==> src/rtl/fpu_issue_controller_pkg.sv <==
// fpu_issue_controller_pkg
//   Shared definitions for the FPU issue stage: FPU opcodes, issue FSM
//   state encodings, the default request-buffer depth and a small
//   elaboration helper used for parameter sanity checks.
package fpu_issue_controller_pkg;

    // 2-bit operation codes understood by the fixed-point unit.
    typedef enum logic [1:0] {
        FPU_ADD  = 2'd0,
        FPU_SUB  = 2'd1,
        FPU_MUL  = 2'd2,
        FPU_SQRT = 2'd3
    } fpu_op_e;

    // Issue FSM states.
    typedef enum logic [1:0] {
        ST_IDLE = 2'd0,
        ST_EXEC = 2'd1,
        ST_WB   = 2'd2
    } issue_state_e;

    localparam int FPU_FIFO_DEPTH_DEFAULT = 2;

    // True when v is a power of two and at least 2.
    function automatic logic is_pow2(input int v);
        return (v >= 2) && ((v & (v - 1)) == 0);
    endfunction

endpackage

==> src/rtl/fpu_issue_controller_req_fifo.sv <==
// fpu_req_fifo
//   Synchronous request buffer for the FPU issue stage. Stores packed
//   {op, operand_1, operand_2, tag} words. A push while full and a pop
//   while empty are ignored; a push and a pop in the same cycle are both
//   honoured. Read data is the current head (show-ahead).
//
// Ports:
//   clk, reset        clock, synchronous active-high reset (empties FIFO)
//   push, push_data   write request / data
//   pop               remove head entry
//   pop_data          head entry
//   full, empty       occupancy flags
module fpu_req_fifo
    import fpu_issue_controller_pkg::*;
#(
    parameter int DATA_W = 8,
    parameter int DEPTH  = FPU_FIFO_DEPTH_DEFAULT
) (
    input  logic              clk,
    input  logic              reset,
    input  logic              push,
    input  logic [DATA_W-1:0] push_data,
    input  logic              pop,
    output logic [DATA_W-1:0] pop_data,
    output logic              full,
    output logic              empty
);

    localparam int AW = $clog2(DEPTH);

    if (!is_pow2(DEPTH)) begin : g_bad_depth
        $error("fpu_req_fifo: DEPTH must be a power of 2 and >= 2");
    end

    logic [DATA_W-1:0] mem [DEPTH];
    // Pointers carry one wrap bit so full and empty are distinguishable.
    logic [AW:0]       wr_ptr;
    logic [AW:0]       rd_ptr;
    logic              do_push;
    logic              do_pop;

    assign empty    = (wr_ptr == rd_ptr);
    assign full     = (wr_ptr[AW] != rd_ptr[AW]) &&
                      (wr_ptr[AW-1:0] == rd_ptr[AW-1:0]);
    assign do_push  = push && !full;
    assign do_pop   = pop && !empty;
    assign pop_data = mem[rd_ptr[AW-1:0]];

    always_ff @(posedge clk) begin
        if (reset) begin
            wr_ptr <= '0;
            rd_ptr <= '0;
        end else begin
            if (do_push) wr_ptr <= wr_ptr + 1'b1;
            if (do_pop)  rd_ptr <= rd_ptr + 1'b1;
        end
    end

    // Storage needs no reset: only entries between the pointers are read.
    always_ff @(posedge clk) begin
        if (do_push) mem[wr_ptr[AW-1:0]] <= push_data;
    end

endmodule

==> src/rtl/fpu_issue_controller.sv <==
// fpu_issue_controller
//   Dispatch stage in front of the fixed-point unit. Requests from decode
//   are buffered in fpu_req_fifo and issued one at a time; operands and
//   operation are held on the FPU inputs until fpu_ready, then the result
//   and destination tag are offered to writeback over valid/ready.
//
//   Optional feature (macro FPU_ISSUE_TIMEOUT_EN): an EXEC watchdog. If the
//   FPU has not reported ready after TIMEOUT_CYCLES EXEC cycles the request
//   completes with wb_result=0 and wb_error=1. Without the macro EXEC waits
//   indefinitely and wb_error is constant 0.
//
// Ports:
//   clk, reset                      clock, synchronous active-high reset
//   req_valid/req_ready             request handshake from decode
//   req_op, req_operand_1/2, req_tag  request payload
//   fpu_operand_1/2, fpu_operation  held FPU inputs
//   fpu_start                       one-cycle pulse when a request issues
//   fpu_result, fpu_ready           FPU completion (only 1'b1 is ready)
//   wb_valid/wb_ready               writeback handshake
//   wb_result, wb_tag, wb_error     completion payload
//   busy                            FIFO non-empty or FSM not idle
module fpu_issue_controller
    import fpu_issue_controller_pkg::*;
#(
    parameter int WIDTH          = 32,
    parameter int TAG_W          = 5,
    parameter int FIFO_DEPTH     = FPU_FIFO_DEPTH_DEFAULT,
    parameter int TIMEOUT_CYCLES = 64
) (
    input  logic             clk,
    input  logic             reset,
    input  logic             req_valid,
    output logic             req_ready,
    input  logic [1:0]       req_op,
    input  logic [WIDTH-1:0] req_operand_1,
    input  logic [WIDTH-1:0] req_operand_2,
    input  logic [TAG_W-1:0] req_tag,
    output logic [WIDTH-1:0] fpu_operand_1,
    output logic [WIDTH-1:0] fpu_operand_2,
    output logic [1:0]       fpu_operation,
    output logic             fpu_start,
    input  logic [WIDTH-1:0] fpu_result,
    input  logic             fpu_ready,
    output logic             wb_valid,
    input  logic             wb_ready,
    output logic [WIDTH-1:0] wb_result,
    output logic [TAG_W-1:0] wb_tag,
    output logic             wb_error,
    output logic             busy
);

    if (TIMEOUT_CYCLES < 1) begin : g_bad_timeout
        $error("fpu_issue_controller: TIMEOUT_CYCLES must be >= 1");
    end

    typedef struct packed {
        logic [1:0]       op;
        logic [WIDTH-1:0] operand_1;
        logic [WIDTH-1:0] operand_2;
        logic [TAG_W-1:0] tag;
    } fpu_req_t;

    fpu_req_t     push_req;
    fpu_req_t     head_req;
    logic         fifo_full;
    logic         fifo_empty;
    logic         issue;
    logic         fpu_done;
    logic [TAG_W-1:0] issue_tag;
    issue_state_e state;

    assign push_req = '{op:        req_op,
                        operand_1: req_operand_1,
                        operand_2: req_operand_2,
                        tag:       req_tag};

    fpu_req_fifo #(
        .DATA_W ($bits(fpu_req_t)),
        .DEPTH  (FIFO_DEPTH)
    ) u_req_fifo (
        .clk       (clk),
        .reset     (reset),
        .push      (req_valid),
        .push_data (push_req),
        .pop       (issue),
        .pop_data  (head_req),
        .full      (fifo_full),
        .empty     (fifo_empty)
    );

    assign req_ready = !fifo_full;
    assign busy      = !fifo_empty || (state != ST_IDLE);

    // X/Z on fpu_ready must not complete a request, hence the explicit compare.
    assign fpu_done = (fpu_ready == 1'b1);

    // Issue from IDLE, or straight from WB on accept so back-to-back
    // requests skip the IDLE bubble.
    assign issue = !fifo_empty &&
                   ((state == ST_IDLE) || ((state == ST_WB) && wb_ready));

`ifdef FPU_ISSUE_TIMEOUT_EN
    localparam int CNT_W = $clog2(TIMEOUT_CYCLES + 1);

    logic [CNT_W-1:0] exec_cnt;
    logic             exec_timeout;

    // exec_cnt counts completed EXEC cycles; the limit fires on the edge
    // that ends the TIMEOUT_CYCLES-th EXEC cycle.
    assign exec_timeout = (state == ST_EXEC) &&
                          (exec_cnt == CNT_W'(TIMEOUT_CYCLES - 1));

    always_ff @(posedge clk) begin
        if (reset) begin
            exec_cnt <= '0;
        end else if (issue) begin
            exec_cnt <= '0;
        end else if (state == ST_EXEC) begin
            exec_cnt <= exec_cnt + 1'b1;
        end
    end
`else
    assign wb_error = 1'b0;
`endif

    // Issue registers: loaded on pop, held otherwise (including IDLE/WB).
    always_ff @(posedge clk) begin
        if (reset) begin
            fpu_operand_1 <= '0;
            fpu_operand_2 <= '0;
            fpu_operation <= '0;
            issue_tag     <= '0;
            fpu_start     <= 1'b0;
        end else begin
            fpu_start <= issue;
            if (issue) begin
                fpu_operand_1 <= head_req.operand_1;
                fpu_operand_2 <= head_req.operand_2;
                fpu_operation <= head_req.op;
                issue_tag     <= head_req.tag;
            end
        end
    end

    // Issue FSM with registered writeback outputs.
    always_ff @(posedge clk) begin
        if (reset) begin
            state     <= ST_IDLE;
            wb_valid  <= 1'b0;
            wb_result <= '0;
            wb_tag    <= '0;
`ifdef FPU_ISSUE_TIMEOUT_EN
            wb_error  <= 1'b0;
`endif
        end else begin
            case (state)
                ST_IDLE: begin
                    if (!fifo_empty) state <= ST_EXEC;
                end
                ST_EXEC: begin
                    if (fpu_done) begin
                        wb_valid  <= 1'b1;
                        wb_result <= fpu_result;
                        wb_tag    <= issue_tag;
`ifdef FPU_ISSUE_TIMEOUT_EN
                        wb_error  <= 1'b0;
`endif
                        state     <= ST_WB;
`ifdef FPU_ISSUE_TIMEOUT_EN
                    end else if (exec_timeout) begin
                        wb_valid  <= 1'b1;
                        wb_result <= '0;
                        wb_tag    <= issue_tag;
                        wb_error  <= 1'b1;
                        state     <= ST_WB;
`endif
                    end
                end
                ST_WB: begin
                    if (wb_ready) begin
                        wb_valid <= 1'b0;
                        state    <= fifo_empty ? ST_IDLE : ST_EXEC;
                    end
                end
                default: state <= ST_IDLE;
            endcase
        end
    end

endmodule

==> config.mk <==
export PLATFORM = sky130hd
export DESIGN_NAME = fpu_issue_controller
export DESIGN_NICKNAME = d
export VERILOG_FILES = /design/src/rtl/fpu_issue_controller_pkg.sv /design/src/rtl/fpu_issue_controller_req_fifo.sv /design/src/rtl/fpu_issue_controller.sv
export SDC_FILE = /design/constraint.sdc
export NUM_CORES = 1
export LEC_CHECK = 0
export ABC_AREA = 1
export CAP_MARGIN = 20
export CELL_PAD_IN_SITES_DETAIL_PLACEMENT = 0
export CELL_PAD_IN_SITES_GLOBAL_PLACEMENT = 1
export CORE_UTILIZATION = 35
export CTS_CLUSTER_DIAMETER = 150
export DETAILED_ROUTE_END_ITERATION = 10
export PLACE_DENSITY = 0.68
export SLEW_MARGIN = 20
export SYNTH_ARGS = -nofsm -noshare
export SYNTH_HDL_FRONTEND = slang
export SYNTH_HIERARCHICAL = 1
export SYNTH_SLANG_ARGS = --single-unit
==> constraint.sdc <==
create_clock -name clk -period 5.6 [get_ports clk]
set_clock_uncertainty 0.05 [all_clocks]
set_input_delay 0.84 -clock clk [delete_from_list [all_inputs] [get_ports clk]]
set_output_delay 0.84 -clock clk [all_outputs]
set_load 0.03 [all_outputs]
==> flow_summary_export.csv, run 1 <==
group,metric,value,unit
detailed_routing,drt_iter0_drc,402,
pwr,power.total,5.97,mW
placed_design,dpl_cell_area,12700,um^2
setup_path,r2r_slack,2900,ps
placed_design,io_buffers,214,
sta,min_period,3080,ps
sta,setup_tns,0,ps
setup_path,crit_chain,"inv_1 -> nand2_1 -> nand2_1 -> nand2_2 -> inv_1 -> nand3_1 -> clkdlybuf4s50_1",
grt,grt_usage,14.8,%
grt,grt_pass1_wl,35.9,mm
cts,cts.clk_slew.worst_paths,60,ps
logic_synthesis,synthCells,916,
detailed_routing,wl_per_cell,15.0,um
sta,slew_violations,0,
floorplan,design.core.area,28900,um^2
logic_synthesis,syn-num-nets,1024,
grt,grt_pass1_vias,6666,
setup_path,critical_path_arrival,2190,ps
grt,antenna_found_initial,2,
logic_synthesis,yosysTopAreaCell,"edfxtp_1",
cts,cts_buffers,28,
logic_synthesis,synth-xor-area-share,0,%
logic_synthesis,synth_top_area_share,41.2,%
placed_design,gp_congestion,0.744,
setup_path,crit_fanout,5,
floorplan,chipHeight,174,um
grt,overflow,0,
setup_path,crit_start,"u_req_fifo/wr_ptr[0]",
logic_synthesis,synth.area.mux_share,10.3,%
logic_synthesis,synth-adder-area-share,0,%
pwr,vdd_drop_max,0.311,mV
floorplan,start_util,35.8,%
hold_path,hold_start,"wb_result[16]",
cts,cts_max_level,1,
detailed_routing,num_vias,6783,
pwr,p_leak,5.32,nW
grt,grt_max_degree,83,
setup_path,cp.required,4710,ps
sta,rsz0062_at_grt,"no",
logic_synthesis,yosys.area_share.simple,10.0,%
final_layout,nFillCells,2648,
detailed_routing,drc,0,
cts,cts_tree,"yes",
final_layout,syn_to_final_growth,31.1,%
setup_path,startpoint_type,"flip-flop",
cts,cts.sinks,259,
logic_synthesis,ys_seq_area_share,63.8,%
setup_path,end_kind,"output pin",
floorplan,die_area,30300,um^2
hold_path,hold_path.class,"reg -> reg",
setup_path,cpMaxStageDelayCell,"clkdlybuf4s50_1",
logic_synthesis,syn_area,10400,um^2
floorplan,ios,216,
setup_path,cp_top_family,"buffers and inverters",
logic_synthesis,synthDistinctLibCells,22,
logic_synthesis,synth_compound_area_share,7.51,%
logic_synthesis,synthTopCellsByArea,"edfxtp_1, dfxtp_1, mux2_4",
final_layout,fin_nets,1219,
detailed_routing,post_drt_via_cell_ratio,4.47,
cts,cts_buffer_depth,3,
sta,worst_hold_slack,392,ps
setup_path,worstSetupPathType,"reg -> out",
setup_path,path_buf_inv,3,
logic_synthesis,synth-warning-count,6,
final_layout,drive_gt1_share,11.7,%
setup_path,slowest_delay,700,ps
cts,ctsResizeCount,0,
logic_synthesis,synth_top_family_by_area,"multiplexers",
final_layout,final_cell_area,13600,um^2
sta,tightest_slew,887,ps
sta,final-setup-viol-count,0,
sta,max_freq,0.324,GHz
sta,fin_ws,2520,ps
cts,post-cts-setup-buffer-count,0,
detailed_routing,drt_wl_total,22.7,mm
cts,clock_latency,530,ps
floorplan,die_w,174,um
sta,min_period_over_period,55.0,%
detailed_routing,dr.pass1.iters,4,
placed_design,pre_cts_ws,2400,ps
logic_synthesis,synth.avg_cell_area,11.3,um^2
pwr,cellPowerDensity,440,nW/um^2
logic_synthesis,ys_ff_latch,259,
cts,cts_hold_buf,0,
floorplan,rows,62,
detailed_routing,drtAntennaViolNets,0,
setup_path,r2r_start,"u_req_fifo/wr_ptr[0]",
sta,slew-limit-headroom,40.9,%
placed_design,dp_hpwl,13.6,mm
flow_run,max_cap_viol_count,0,
run_status,status,"complete, no violations",
sta,hold_violations,0,
cts,cts-root-buf,"clkbuf_16",
-- synthesized netlist by cell type (all sizes together) --
master,number
edfxtp,142
conb,1
dfxtp,117
inv,125
buf,42
nand3b,1
nand2,93
nand3,77
nor2,78
a21oi,116
o21ai,37
mux2,71
clkbuf,16
-- sequential cells by signal (all words and copies together) (netlist names), named ones only --
register,cells
state,2
u_req_fifo/rd_ptr,2
fpu_operation,2
fpu_start,1
fpu_operand_2,32
wb_valid,1
wb_tag,5
issue_tag,5
u_req_fifo/mem,142
wb_result,32
u_req_fifo/wr_ptr,2
fpu_operand_1,32
-- placed cells by master (no fill, tap or decap), types with 2 or more instances in the layout --
master           count
clkinv_4             2
a21oi_1            115
edfxtp_1           142
clkinv_2             5
nand2_1             91
clkbuf_8             3
dfxtp_1            116
mux2_4              70
clkinvlp_4           4
nor2_1              77
nand3_1             76
clkbuf_16           29
nand2_2              2
inv_4                2
clkinv_1             2
buf_4                9
clkbuf_1             7
inv_1              121
o21ai_0             36
clkdlybuf4s50_1    214
-- routing by layer --
layer,share of wire [%],GRT usage [%],up-vias
li1,-,-,3436
met1,45,18.8,3144
met2,46,25.1,174
met3,6.3,3.54,27
met4,2.0,3.80,2
met5,0.048,0,-
-- final timing paths --
path	endpoint	cells after the start
min reg2reg	wb_result[16]	2
min	wb_result[16]	2
max reg2reg	fpu_operand_1[25]	10
max	busy	7
-- final cells by class --
class,instances,area [um^2],share of cell area [%]
inverter,125,475,3.50
tap,384,480,3.54
clock buffer,39,793,5.84
timing repair buffer,223,2210,16.3
multi-input combinational,474,2900,21.3
clock inverter,13,105,0.774
antenna,1,2.50,0.0184
sequential,259,6610,48.7
-- cell families after synthesis --
group,Yosys count
flops,259
simple gates,249
buf+inv,183
compound gates,153
mux,71
other cells,1
-- worst min-delay path: cells and delay by family (launching register included) --
kind / cells / cell delay, ps
DFF: 1 / 310
AOI/OAI and AO/OA: 1 / 50
buffers and inverters: 1 / 40
-- stage by stage --
stage	utilization (%)	std cells
floorplan	-	916
global placement	43.8	1465
detailed placement	43.8	1465
CTS	46.9	1517
global route	46.9	1517
finish	46.9	1518
-- report_power, final --
group / internal, mW / switching [mW]
logic: 0.750 / 0.990
registers: 2.29 / 0.165
clock network: 1.04 / 0.735
total: 4.08 / 1.89
Power figures use the tool's default switching activity.
==> run 2, diff against run 1 <==
Clock period 5.6 ns to 3.1 ns, I/O delays scaled along.
==> run 2 against run 1 <==
Worst hold slack lost 1.4 ps. Sequential cell count unchanged. Sequential power grew 79%. Setup slack lost 2100 ps. Critical path depth is the same. Die area stayed put. Critical path type unchanged. Highest routed layer unchanged.
==> flow_summary_export.csv, run 2 (synthesis gave the netlist of run 1 again) <==
group,metric,value,unit
setup_path,startpoint_type,"flip-flop",
detailed_routing,drt_wl_total,22.1,mm
detailed_routing,dr.pass1.iters,4,
detailed_routing,num_vias,6824,
final_layout,post-route-util,47.2,%
hold_path,hold_path.class,"reg -> reg",
setup_path,crit_fanout,5,
sta,setup_tns,0,ps
run_status,status,"complete, no violations",
pwr,vdd_drop_max,0.404,mV
floorplan,die_area,30300,um^2
cts,cts_hold_buf,0,
grt,antenna_found_initial,1,
detailed_routing,drc,0,
sta,min_period_over_period,86.5,%
cts,post-cts-setup-buffer-count,0,
final_layout,drive_gt1_share,11.9,%
final_layout,n_antenna_cell,0,
cts,cts_max_level,1,
grt,grt_pass1_vias,6601,
sta,hold_violations,0,
grt,grt_pass1_wl,35.3,mm
detailed_routing,drtAntennaViolNets,0,
final_layout,syn_to_final_growth,31.9,%
floorplan,start_util,35.8,%
sta,rsz0062_at_grt,"no",
setup_path,slowest_delay,690,ps
cts,cts.sinks,259,
floorplan,ios,216,
final_layout,largest_reg_flops,142,
sta,fin_ws,419,ps
setup_path,end_kind,"output pin",
grt,grt_usage,14.6,%
sta,min_period,2680,ps
sta,tightest_slew,672,ps
placed_design,io_buffers,214,
detailed_routing,post_drt_via_cell_ratio,4.48,
grt,overflow,0,
cts,clock_latency,540,ps
pwr,p_leak,5.38,nW
setup_path,cpMaxStageDelayCell,"clkdlybuf4s50_1",
setup_path,crit_chain,"inv_1 -> nand2_1 -> nand2_1 -> nand2_2 -> inv_1 -> nand3_1 -> clkdlybuf4s50_1",
detailed_routing,drt_iter0_drc,283,
final_layout,mostFrequentLayoutCell,"clkdlybuf4s50_1",
final_layout,fin_nets,1225,
cts,cts_buffer_depth,3,
sta,worst_hold_slack,391,ps
sta,max_freq,0.373,GHz
placed_design,dp_hpwl,13.6,mm
sta,slew-limit-headroom,55.2,%
cts,cts_buffers,29,
cts,cts-root-buf,"clkbuf_16",
floorplan,chipHeight,174,um
sta,slew_violations,0,
cts,ctsResizeCount,0,
grt,grt_max_degree,79,
placed_design,gp_congestion,0.739,
floorplan,rows,62,
cts,cts_tree,"yes",
setup_path,worstSetupPathType,"reg -> out",
setup_path,cp.required,2580,ps
cts,cts.clk_slew.worst_paths,60,ps
final_layout,final_cell_mix,"clkdlybuf4s50_1, edfxtp_1, inv_1",
floorplan,design.core.area,28900,um^2
sta,final-setup-viol-count,0,
floorplan,die_w,174,um
detailed_routing,wl_per_cell,14.5,um
pwr,cellPowerDensity,788,nW/um^2
setup_path,critical_path_arrival,2170,ps
placed_design,pre_cts_ws,873,ps
flow_run,max_cap_viol_count,0,
run 2: cell types whose count changed in the layout (fill, tap and decap cells not counted), moves of 2 or more:
cell	change
clkinv_2	+3
clkbuf_1	+3
clkinvlp_4	-4
clkbuf_8	+2
buf_12	+5
clkinv_4	-2
run 2: report_power, final:
group / total, mW / switching (mW) / internal, mW / leakage (nW)
Sequential: 4.41 / 0.269 / 4.14 / 2.29
Clock: 3.14 / 1.31 / 1.84 / 0.438
Combinational: 3.21 / 1.81 / 1.40 / 2.65
Total: 10.8 / 3.38 / 7.38 / 5.38
run 2: stage by stage:
step                std cells  cell area (um^2)  power (mW)
global route             1524             13700        11.4
global placement         1470             12800        7.72
CTS                      1524             13700        11.0
finish                   1524             13700        10.8
floorplan                 916             10400        6.66
detailed placement       1470             12800        7.74
run 2: worst max-delay path, delay by kind of cell, from the launching register on:
family                 cells  cell delay, ps
flip-flops                 1             430
buffers and inverters      3             840
AND/OR/NAND/NOR            4             370
run 2: final timing paths:
kind,start,end,slack [ps],depth (start not counted)
setup / recovery,u_req_fifo/wr_ptr[0],busy,420,7
hold / removal,wb_tag[1],wb_tag[1],390,2
setup reg to reg,u_req_fifo/wr_ptr[0],fpu_operand_2[20],1070,10
hold reg to reg,wb_tag[1],wb_tag[1],390,2
run 2: area by class of cell:
| class | count | area, um^2 |
|---|---|---|
| Multi-Input combinational cell | 474 | 2900 |
| Fill cell | 2681 | 15300 |
| Sequential cell | 259 | 6610 |
| Clock inverter | 10 | 50.0 |
| Clock buffer | 44 | 832 |
| Timing Repair Buffer | 228 | 2310 |
| Inverter | 125 | 474 |
| Tap cell | 384 | 480 |
run 2: per-layer routing:
layer	up-vias	share of wire (%)	global-route usage, %
met5	-	0.063	0
met4	2	2.1	3.73
met3	33	6.5	4.00
met2	172	46	24.1
met1	3156	45	18.8
li1	3461	-	-
==> run 3, diff against run 2 <==
Settings changed: REMOVE_ABC_BUFFERS set to 1.
==> run 3 against run 2 <==
Cell count rose by 0.26%. Global-route usage rose by 0.26 points. Worst hold slack improved by 3.3 ps. Combinational power barely moved. Power rose by 5.5%. Critical path type unchanged. Largest cell class unchanged. Highest routed layer unchanged.
==> flow_summary_export.csv, run 3 (synthesis gave the netlist of run 1 again) <==
group,metric,value,unit
cts,clock_latency,540,ps
setup_path,critical_path_arrival,2140,ps
cts,cts_buffers,30,
placed_design,gp_congestion,0.750,
pwr,internal_power,7.88,mW
setup_path,end_kind,"output pin",
sta,tightest_slew,728,ps
setup_path,crit_fanout,5,
cts,cts_max_level,1,
final_layout,drive_gt1_share,12.8,%
cts,ctsResizeCount,0,
detailed_routing,num_vias,6900,
placed_design,dpl_cell_area,12800,um^2
grt,grt_usage,14.8,%
final_layout,syn_to_final_growth,34.1,%
cts,cts_tree,"yes",
grt,antenna_found_initial,1,
sta,min_period,2660,ps
pwr,power.total,11.4,mW
grt,grt_pass1_wl,35.8,mm
final_layout,largest_reg_flops,142,
detailed_routing,drt_wl_total,22.8,mm
sta,fin_ws,442,ps
setup_path,worstSetupPathType,"reg -> out",
run_status,status,"complete, no violations",
setup_path,cp.required,2580,ps
hold_path,hold_path.class,"reg -> reg",
flow_run,max_cap_viol_count,0,
placed_design,dp_hpwl,14.0,mm
sta,max_freq,0.376,GHz
floorplan,die_area,30300,um^2
floorplan,design.core.area,28900,um^2
detailed_routing,drc,0,
floorplan,chipHeight,174,um
final_layout,n_antenna_cell,0,
cts,cts-root-buf,"clkbuf_16",
pwr,p_leak,5.49,nW
detailed_routing,wl_per_cell,14.9,um
floorplan,ios,216,
cts,cts_hold_buf,0,
final_layout,mostFrequentLayoutCell,"clkdlybuf4s50_1",
pwr,cellPowerDensity,818,nW/um^2
detailed_routing,dr.pass1.iters,4,
floorplan,die_w,174,um
pwr,p_seq_share,39.2,%
detailed_routing,drt_iter0_drc,363,
floorplan,start_util,35.8,%
cts,cts_buffer_depth,3,
sta,hold_violations,0,
final_layout,final_cell_mix,"clkdlybuf4s50_1, edfxtp_1, inv_1",
grt,grt_pass1_vias,6580,
grt,overflow,0,
final_layout,final_cell_area,13900,um^2
sta,min_period_over_period,85.7,%
pwr,vdd_drop_max,0.459,mV
pwr,switching_share,30.6,%
placed_design,pre_cts_ws,888,ps
cts,cts.clk_slew.worst_paths,60,ps
sta,slew_violations,0,
sta,rsz0062_at_grt,"no",
sta,slew-limit-headroom,51.5,%
final_layout,fin_nets,1228,
floorplan,rows,62,
pwr,comb_power_share,28.4,%
sta,final-setup-viol-count,0,
detailed_routing,drtAntennaViolNets,0,
grt,grt_max_degree,93,
placed_design,io_buffers,214,
cts,cts.sinks,259,
setup_path,startpoint_type,"flip-flop",
detailed_routing,post_drt_via_cell_ratio,4.52,
pwr,switchingPower,3.47,mW
cts,post-cts-setup-buffer-count,0,
pwr,power_frac_clock,32.4,%
==> run 3: worst max-delay path, stage by stage (launching register included) <==
cell	delay [ps]
dfxtp_1	430
inv_1	60
nand2_1	60
nand2_1	80
nand2_2	110
inv_1	90
nand3_1	100
clkdlybuf4s50_1	680
==> run 3: per-layer routing <==
metal | global-route usage [%] | vias to the layer above | routed length, um
met1 | 20.7 | 3194 | 11000
li1 | - | 3471 | -
met3 | 3.92 | 33 | 1450
met4 | 3.36 | 2 | 422
met5 | 0 | - | 13
met2 | 23.0 | 200 | 9910
==> run 3: cell type report <==
cell class / count / area (um^2)
fillers: 2613 / 15100
clock buffers: 41 / 885
flip-flops and latches: 259 / 6610
inverters: 125 / 475
well taps: 384 / 480
multi-input cells: 474 / 2900
repair buffers: 230 / 2360
clock inverters: 15 / 174
==> run 3: path summary, 6_finish.rpt <==
path	depth (start not counted)	slack [ps]	from	endpoint
worst max-delay path	7	440	u_req_fifo/wr_ptr[0]	busy
worst min-delay path	2	390	wb_result[1]	wb_result[1]
worst max register to register	13	1090	u_req_fifo/wr_ptr[0]	flip-flop
worst min register to register	2	390	wb_result[1]	wb_result[1]
==> run 3: stage by stage <==
| stage | cells | setup TNS, ps | hold WS (ps) | util (%) |
|---|---|---|---|---|
| after floorplan | 858 | -113050 | 396 | - |
| after global placement | 1472 | 0 | 382 | 44.3 |
| after detailed placement | 1472 | 0 | 386 | 44.3 |
| after CTS | 1528 | 0 | 395 | 48.0 |
| after global routing | 1528 | 0 | 411 | 48.0 |
| final | 1528 | 0 | 394 | 48.0 |
==> run 3: power groups by stage <==
| stage | Combinational [mW] | Sequential [mW] | Clock [mW] |
|---|---|---|---|
| 2_1_floorplan | 1.42 | 5.13 | 0 |
| 3_3_place_gp | 3.26 | 4.53 | 0 |
| 3_5_place_dp | 3.27 | 4.53 | 0 |
| 4_1_cts | 3.27 | 4.47 | 3.78 |
| 5_1_grt | 3.51 | 4.52 | 3.94 |
| 6_report | 3.23 | 4.45 | 3.67 |
